### src/rtl/pipe_stage_latch.sv
// Inter-stage pipeline latch: valid/ready handshake, 2-entry skid buffer, flush and NOP bubbles.
// Optional stall counter enabled by defining PIPE_LATCH_PERF_EN.
module pipe_stage_latch #(
  parameter int PC_W   = 32,
  parameter int DATA_W = 32,
  parameter int CTRL_W = 14,
  parameter int RD_W   = 5,
  parameter int CNT_W  = 16
) (
  input  logic              clock,
  input  logic              reset,
  input  logic              flush,
  input  logic              in_valid,
  output logic              in_ready,
  input  logic [PC_W-1:0]   in_PC_next,
  input  logic [DATA_W-1:0] in_ALU_result,
  input  logic [DATA_W-1:0] in_data_reg,
  input  logic [CTRL_W-1:0] in_ctrl_signals,
  input  logic [RD_W-1:0]   in_rd,
  output logic              out_valid,
  input  logic              out_ready,
  output logic [PC_W-1:0]   out_PC_next,
  output logic [DATA_W-1:0] out_ALU_result,
  output logic [DATA_W-1:0] out_data_reg,
  output logic [CTRL_W-1:0] out_ctrl_signals,
  output logic [RD_W-1:0]   out_rd,
  output logic [1:0]        state_dbg
`ifdef PIPE_LATCH_PERF_EN
  ,
  output logic [CNT_W-1:0]  stall_count
`endif
);

  // Handshake: a transfer happens on a side exactly when its valid and ready are both high
  // at a rising clock edge; ready never depends combinationally on the opposite side.

  typedef enum logic [1:0] {
    EMPTY = 2'd0,
    ONE   = 2'd1,
    FULL  = 2'd2
  } state_t;

  typedef struct packed {
    logic [PC_W-1:0]   pc_next;
    logic [DATA_W-1:0] alu_result;
    logic [DATA_W-1:0] data_reg;
    logic [CTRL_W-1:0] ctrl;
    logic [RD_W-1:0]   rd;
  } entry_t;

  if (CNT_W < 1) begin : g_cnt_w_check
    $error("CNT_W must be at least 1");
  end

  state_t state, state_n;
  entry_t main_q, skid_q, in_entry;
  logic   accept, deliver;
  logic   load_main_in, load_main_skid, load_skid;

  assign in_entry = '{pc_next: in_PC_next, alu_result: in_ALU_result,
                      data_reg: in_data_reg, ctrl: in_ctrl_signals, rd: in_rd};

  assign in_ready  = (state != FULL) & ~reset;
  assign out_valid = (state != EMPTY);
  assign accept    = in_valid & in_ready;
  assign deliver   = out_valid & out_ready;
  assign state_dbg = state;

  always_comb begin
    state_n        = state;
    load_main_in   = 1'b0;
    load_main_skid = 1'b0;
    load_skid      = 1'b0;
    case (state)
      EMPTY: begin
        if (accept) begin
          state_n      = ONE;
          load_main_in = 1'b1;
        end
      end
      ONE: begin
        if (accept && !deliver) begin
          state_n   = FULL;
          load_skid = 1'b1;
        end else if (deliver && !accept) begin
          state_n = EMPTY;
        end else if (accept && deliver) begin
          load_main_in = 1'b1;
        end
      end
      FULL: begin
        if (deliver) begin
          state_n        = ONE;
          load_main_skid = 1'b1;
        end
      end
      default: state_n = EMPTY;
    endcase
  end

  // Flush squashes occupancy only; payload registers keep their last contents.
  always_ff @(posedge clock) begin
    if (reset) begin
      state  <= EMPTY;
      main_q <= '0;
      skid_q <= '0;
    end else if (flush) begin
      state <= EMPTY;
    end else begin
      state <= state_n;
      if (load_main_in) begin
        main_q <= in_entry;
      end else if (load_main_skid) begin
        main_q <= skid_q;
      end
      if (load_skid) begin
        skid_q <= in_entry;
      end
    end
  end

  // Empty stage presents a NOP: control and rd are zeroed, data fields are left as-is.
  assign out_PC_next      = main_q.pc_next;
  assign out_ALU_result   = main_q.alu_result;
  assign out_data_reg     = main_q.data_reg;
  assign out_ctrl_signals = out_valid ? main_q.ctrl : '0;
  assign out_rd           = out_valid ? main_q.rd : '0;

`ifdef PIPE_LATCH_PERF_EN
  always_ff @(posedge clock) begin
    if (reset) begin
      stall_count <= '0;
    end else if (out_valid && !out_ready && (stall_count != '1)) begin
      stall_count <= stall_count + {{(CNT_W-1){1'b0}}, 1'b1};
    end
  end
`endif

endmodule

### config.mk
export PLATFORM = sky130hd
export DESIGN_NAME = pipe_stage_latch
export DESIGN_NICKNAME = d
export VERILOG_FILES = /design/src/rtl/pipe_stage_latch.sv
export SDC_FILE = /design/constraint.sdc
export NUM_CORES = 1
export LEC_CHECK = 0
export CORE_MARGIN = 5
export CORE_UTILIZATION = 25
export CTS_BUF_LIST = sky130_fd_sc_hd__clkbuf_16
export DETAILED_ROUTE_END_ITERATION = 7
export PLACE_DENSITY_LB_ADDON = 0.08
export SYNTH_ARGS = -nofsm -noshare
export SYNTH_HDL_FRONTEND = slang
export SYNTH_SLANG_ARGS = --single-unit
### constraint.sdc
create_clock -name clock -period 3.25 [get_ports clock]
set_input_delay 0.8125 -clock clock [delete_from_list [all_inputs] [get_ports clock]]
set_output_delay 0.8125 -clock clock [all_outputs]
set_load 0.02 [all_outputs]
* Word-level counts from Yosys, hierarchy flattened
Cells that the tools add are included.
Storage, ports and cells: bits in registers 232, bits of input ports 120, output and inout bits 119, word-level logic and storage cells 52
Cells by class: equality and inequality tests 6, mux-type cells 18, bitwise operators 5, reduce and logical (&&, ||, !) cells 12
Operator list (count):
- $mux W115 | 2
- $mux W14 | 1
- $mux W1 | 8
- $mux W2 | 4
- $ne A2 B2 Y1 const B | 3
- $pmux W2 S3 | 1
- $mux W5 | 1
- $reduce_and A2 Y1 | 2
- $reduce_bool A2 Y1 | 2
- $and A1 B1 Y1 | 3
- $logic_and A1 B1 Y1 | 3
- $ne A3 B3 Y1 const B | 1
- $reduce_and A3 Y1 | 1
- $eq A2 B1 Y1 const B | 1
- $eq A2 B2 Y1 const B | 1
- $logic_not A1 Y1 | 2
- $logic_not A2 Y1 | 1
- $not A1 Y1 | 2
- $pmux W1 S2 | 1
- $reduce_or A2 Y1 | 1

* Depth between registers and ports, before layout
Gate-level depths: netlist of run 1.
depth after elaboration 10, mapped depth 12, mapped depth without buffers 7

* Least setup slack after synthesis of run 1
Ideal clock, no wire load.
path kind input to register, from input port reset, to register skid_q[105] (netlist name), setup time 0.070 ns, arrival time 2.748 ns, required time 3.180 ns, setup slack 0.432 ns, stages 10, path buffers 5, cells stage by stage buf_2 clkbuf_1 nor3b_1 ha_1 nor4bb_1 clkbuf_1 buf_2 buf_1 nand2_1 a21oi_1
On the way: cells in the longest elaborated chain, start to end 7
RTL lines:
- start, declared | RTL line 11 | input logic reset,
- $not A1 Y1 | RTL line 63 | assign in_ready = (state != FULL) & ~reset;
- $and A1 B1 Y1 | RTL line 63
- $and A1 B1 Y1 | RTL line 65 | assign accept = in_valid & in_ready;
- $logic_and A1 B1 Y1 | RTL line 82 | if (accept && !deliver) begin
- $mux W1 | RTL line 82
- $mux W1 | RTL line 74 | case (state)
- $reduce_and A2 Y1 (no source line)
- end signal, assigned | RTL line 117 | skid_q <= in_entry;
- end, declared | RTL line 56 | entry_t main_q, skid_q, in_entry;
Parallel ways exist; a longest one is shown, timed or not. A chain may end at the register's enable or synchronous reset.

* Worst setup path after layout of run 1
from register state[1], in the netlist state_dbg[1], to output port out_ctrl_signals[11]
On the way: cells in the longest elaborated chain, start to end 2
RTL lines:
- start, declared | RTL line 55 | state_t state, state_n;
- start signal, assigned | RTL line 110 | state <= state_n;
- $reduce_bool A2 Y1 | RTL line 64 | assign out_valid = (state != EMPTY);
- $mux W14 | RTL line 126 | assign out_ctrl_signals = out_valid ? main_q.ctrl : '0;
- end, declared | RTL line 25 | output logic [CTRL_W-1:0] out_ctrl_signals,
No other way between the ends.

==> results by group, run 1 <==
Status
  – Status: completed

Clock network
  – Total CTS buffers: 28
  – Post-CTS sizing: 0
  – Total number of H-tree levels: 1
  – CTS root buffer: clkbuf_16
  – Hold-fix buffers at CTS: 0
  – Clock Path Buffers: 3
  – Setup Fix Bufs, Post-CTS: 0
  – CTS tree: done
  – Clock-pin slew on the worst setup and hold paths: 0.06 ns
  – Clk sink count: 232
  – Worst skew pair latency: 0.55 ns

STA
  – Tcrit/Tclk final: 90.1%
  – Worst slew pin tran: 1.14 ns
  – Worst hold slack: 0.452 ns
  – Sum Neg Setup Slack: 0 ns
  – RSZ-0062 raised after global routing: false
  – Final Worst Setup Slack: 0.321 ns
  – Final min period: 2.93 ns
  – Setup Skew: 0.00630 ns
  – Final setup vio count: 0
  – Fin. max-slew vios: 0
  – Fmax: 341 MHz
  – Fin. Hold Viols: 0
  – Max transition margin: 23.8%

Global route
  – Vias in the first global route: 8,004
  – First-pass GRT wire length: 47,700 um
  – GRT Util Overall: 13.5%
  – Largest net degree at the start of global routing: 107
  – Total gr overflow: 0
  – Initial antenna violation count: 3

Logic synthesis
  – Post-Syn Instances: 1,158
  – Seq cells post-synth: 232
  – Post-Syn Area per Cell: 8.51 um^2
  – Top post-synthesis cells by count: a21oi_1, dfxtp_1, nand2_1, inv_1
  – Synth cell types: 23
  – Ys async rst share: 0%
  – Register area share after synthesis: 47.1%
  – Syn. warnings: 0
  – Post-synth top area cell: dfxtp_1
  – Area contributors post-synth: dfxtp_1, a21oi_1, o221a_2, nand2_1, buf_4
  – EDFF count, synth: 0
  – Syn_nets: 1,280
  – Cell Area, Synth: 9850 um^2
  – Most numerous cell in the Yosys netlist: a21oi_1
  – Top cell type's share of synthesized area: 47.1%
  – Top FF cell, synth: dfxtp_1

Placed design
  – # port buffers: 238
  – GP Congestion: 0.713
  – Pre-CTS setup slack: 0.210 ns
  – DP HPWL: 18,900 um
  – Post-Place Cell Area: 12,200 um^2

Floorplanning
  – Initial Util: 25.4%
  – Core outline area: 38,800 um^2
  – Die footprint: 43,500 um^2
  – Top-Level Pins: 239
  – Die W: 209 um
  – Die Height: 209 um
  – Cell Rows: 72

Finish
  – Area Growth Syn to Fin: 32.6%
  – Max reg flops: 115
  – Fraction of layout cells with a size suffix above 1: 13.5%
  – Fillers: 4,042
  – Layout Cell Area excl Fill: 13,100 um^2
  – Nets: 1,384
  – Top reg by flops: skid_q

Worst setup path
  – Critical Path RT: 2.44 ns
  – Kind of end point of the critical path: primary output
  – Critical path arrival: 2.12 ns
  – Worst Path Max Fanout: 20
  – Critical path startpoint category: flop
  – WS Path Type: reg -> out
  – Reg2reg setup slack: 1.00 ns

Route
  – Vias per inst: 4.45
  – 1st-iter DRT viols: 418
  – DR WL met3: 1840 um
  – Routed length on met1: 14,600 um
  – Wirelength per Cell: 16.9 um
  – DR pass1 iterations: 5
  – WL final: 30,500 um
  – Post-DRT Antenna Nets: 0
  – Metal2 WL: 13,500 um
  – Via Count: 8,017
  – DRC viols: 0
  – Top routing layer used: met5

Power and ir drop
  – Leakage: 4.36 nW
  – Internal power: 0.00504 W
  – Seq pwr share: 44.8%
  – Comb pwr share: 10.0%
  – Switching Fraction: 24.2%
  – Switching power total: 0.00161 W
  – Power per cell area: 509 nW/um^2
  – Max VDD drop: 0.329 mV
  – Clk pwr share: 45.2%

Run
  – Maxcap violations: 0

Worst hold path
  – Worst min path class: reg -> reg
-- logic make-up (layout without fill, tap and decap cells) --
family / after synthesis / count (layout) / synth area share [%]
compound gates: 354 / 354 / 25.5
buf+inv: 309 / 435 / 16.3
simple gates: 261 / 261 / 10.8
flops: 232 / 232 / 47.1
fa+ha+maj: 2 / 2 / 0.254
other cells: 0 / 1 / 0
-- critical path: stages, from the launching register on --
cell             delay (ns)
dfxtp_1                0.39
nor2_1                 0.08
buf_4                  0.22
nor2b_1                0.22
clkdlybuf4s50_1        0.65
-- path summary, 6_finish.rpt --
path         cells after the start                       end                 startpoint
max                              4      out_ctrl_signals[11]  state_dbg[1]$_SDFFE_PP0P_
min                              2  skid_q[114]$_SDFFE_PP0P_   skid_q[114]$_SDFFE_PP0P_
max reg2reg                      8   skid_q[84]$_SDFFE_PP0P_  state_dbg[1]$_SDFFE_PP0P_
min reg2reg                      2  skid_q[114]$_SDFFE_PP0P_   skid_q[114]$_SDFFE_PP0P_
-- layer usage --
| metal | up-vias | GRT usage [%] |
|---|---|---|
| met2 | 181 | 21.2 |
| met4 | 4 | 3.08 |
| met1 | 3772 | 18.5 |
| met5 | - | 0 |
| met3 | 37 | 3.57 |
| li1 | 4023 | - |
-- cells in the final DEF, fill, tap and decap left out --
master / instances
nor4bb_4: 2
a221oi_4: 1
buf_6: 1
clkdlybuf4s50_1: 237
o221a_1: 13
ha_1: 2
buf_4: 10
dfxtp_1: 232
nand2_1: 232
inv_1: 123
clkinvlp_4: 1
diode_2: 1
a2111oi_0: 1
nor2b_1: 20
nor2_1: 3
a211o_4: 1
clkinv_1: 10
clkbuf_16: 29
nor3b_1: 1
nand4bb_4: 1
buf_12: 16
a211o_1: 1
bufinv_16: 2
a2bb2oi_1: 1
nand2b_1: 1
or3b_4: 1
clkinv_2: 6
a21oi_1: 234
o221a_2: 102
-- area by class of cell --
type                            count  area [um^2]  area share, %
Antenna cell                        1         2.50         0.0191
Clock buffer                       29          726           5.55
Clock inverter                     23          150           1.15
Inverter                          119          447           3.42
Multi-Input combinational cell    617         3670           28.1
Sequential cell                   232         4640           35.5
Tap cell                          518          648           4.96
Timing Repair Buffer              264         2780           21.3
-- power by group through the flow --
| stage | logic [W] | registers [W] | clock network, W |
|---|---|---|---|
| finish | 0.000667 | 0.00298 | 0.00301 |
| global route | 0.000717 | 0.00298 | 0.00326 |
| CTS | 0.000678 | 0.00298 | 0.00315 |
| detailed placement | 0.000675 | 0.00304 | 0 |
| global placement | 0.000677 | 0.00304 | 0 |
| floorplan | 0.000386 | 0.00302 | 0 |
-- metrics by stage --
| stage | utilization (%) | std cells | power [W] |
|---|---|---|---|
| after floorplan | - | 1158 | 0.00341 |
| after global placement | 31.4 | 1750 | 0.00372 |
| after detailed placement | 31.4 | 1750 | 0.00371 |
| after CTS | 33.6 | 1802 | 0.00681 |
| after global routing | 33.7 | 1803 | 0.00696 |
| final | 33.7 | 1803 | 0.00665 |
No activity file was read; power rests on OpenSTA's default activity.
==> run 2: changes to the inputs <==
Settings changed: GPL_TIMING_DRIVEN set to 1.
==> results of run 2 <==
No change in the layout: final DEF, timing and power equal those of run 1.
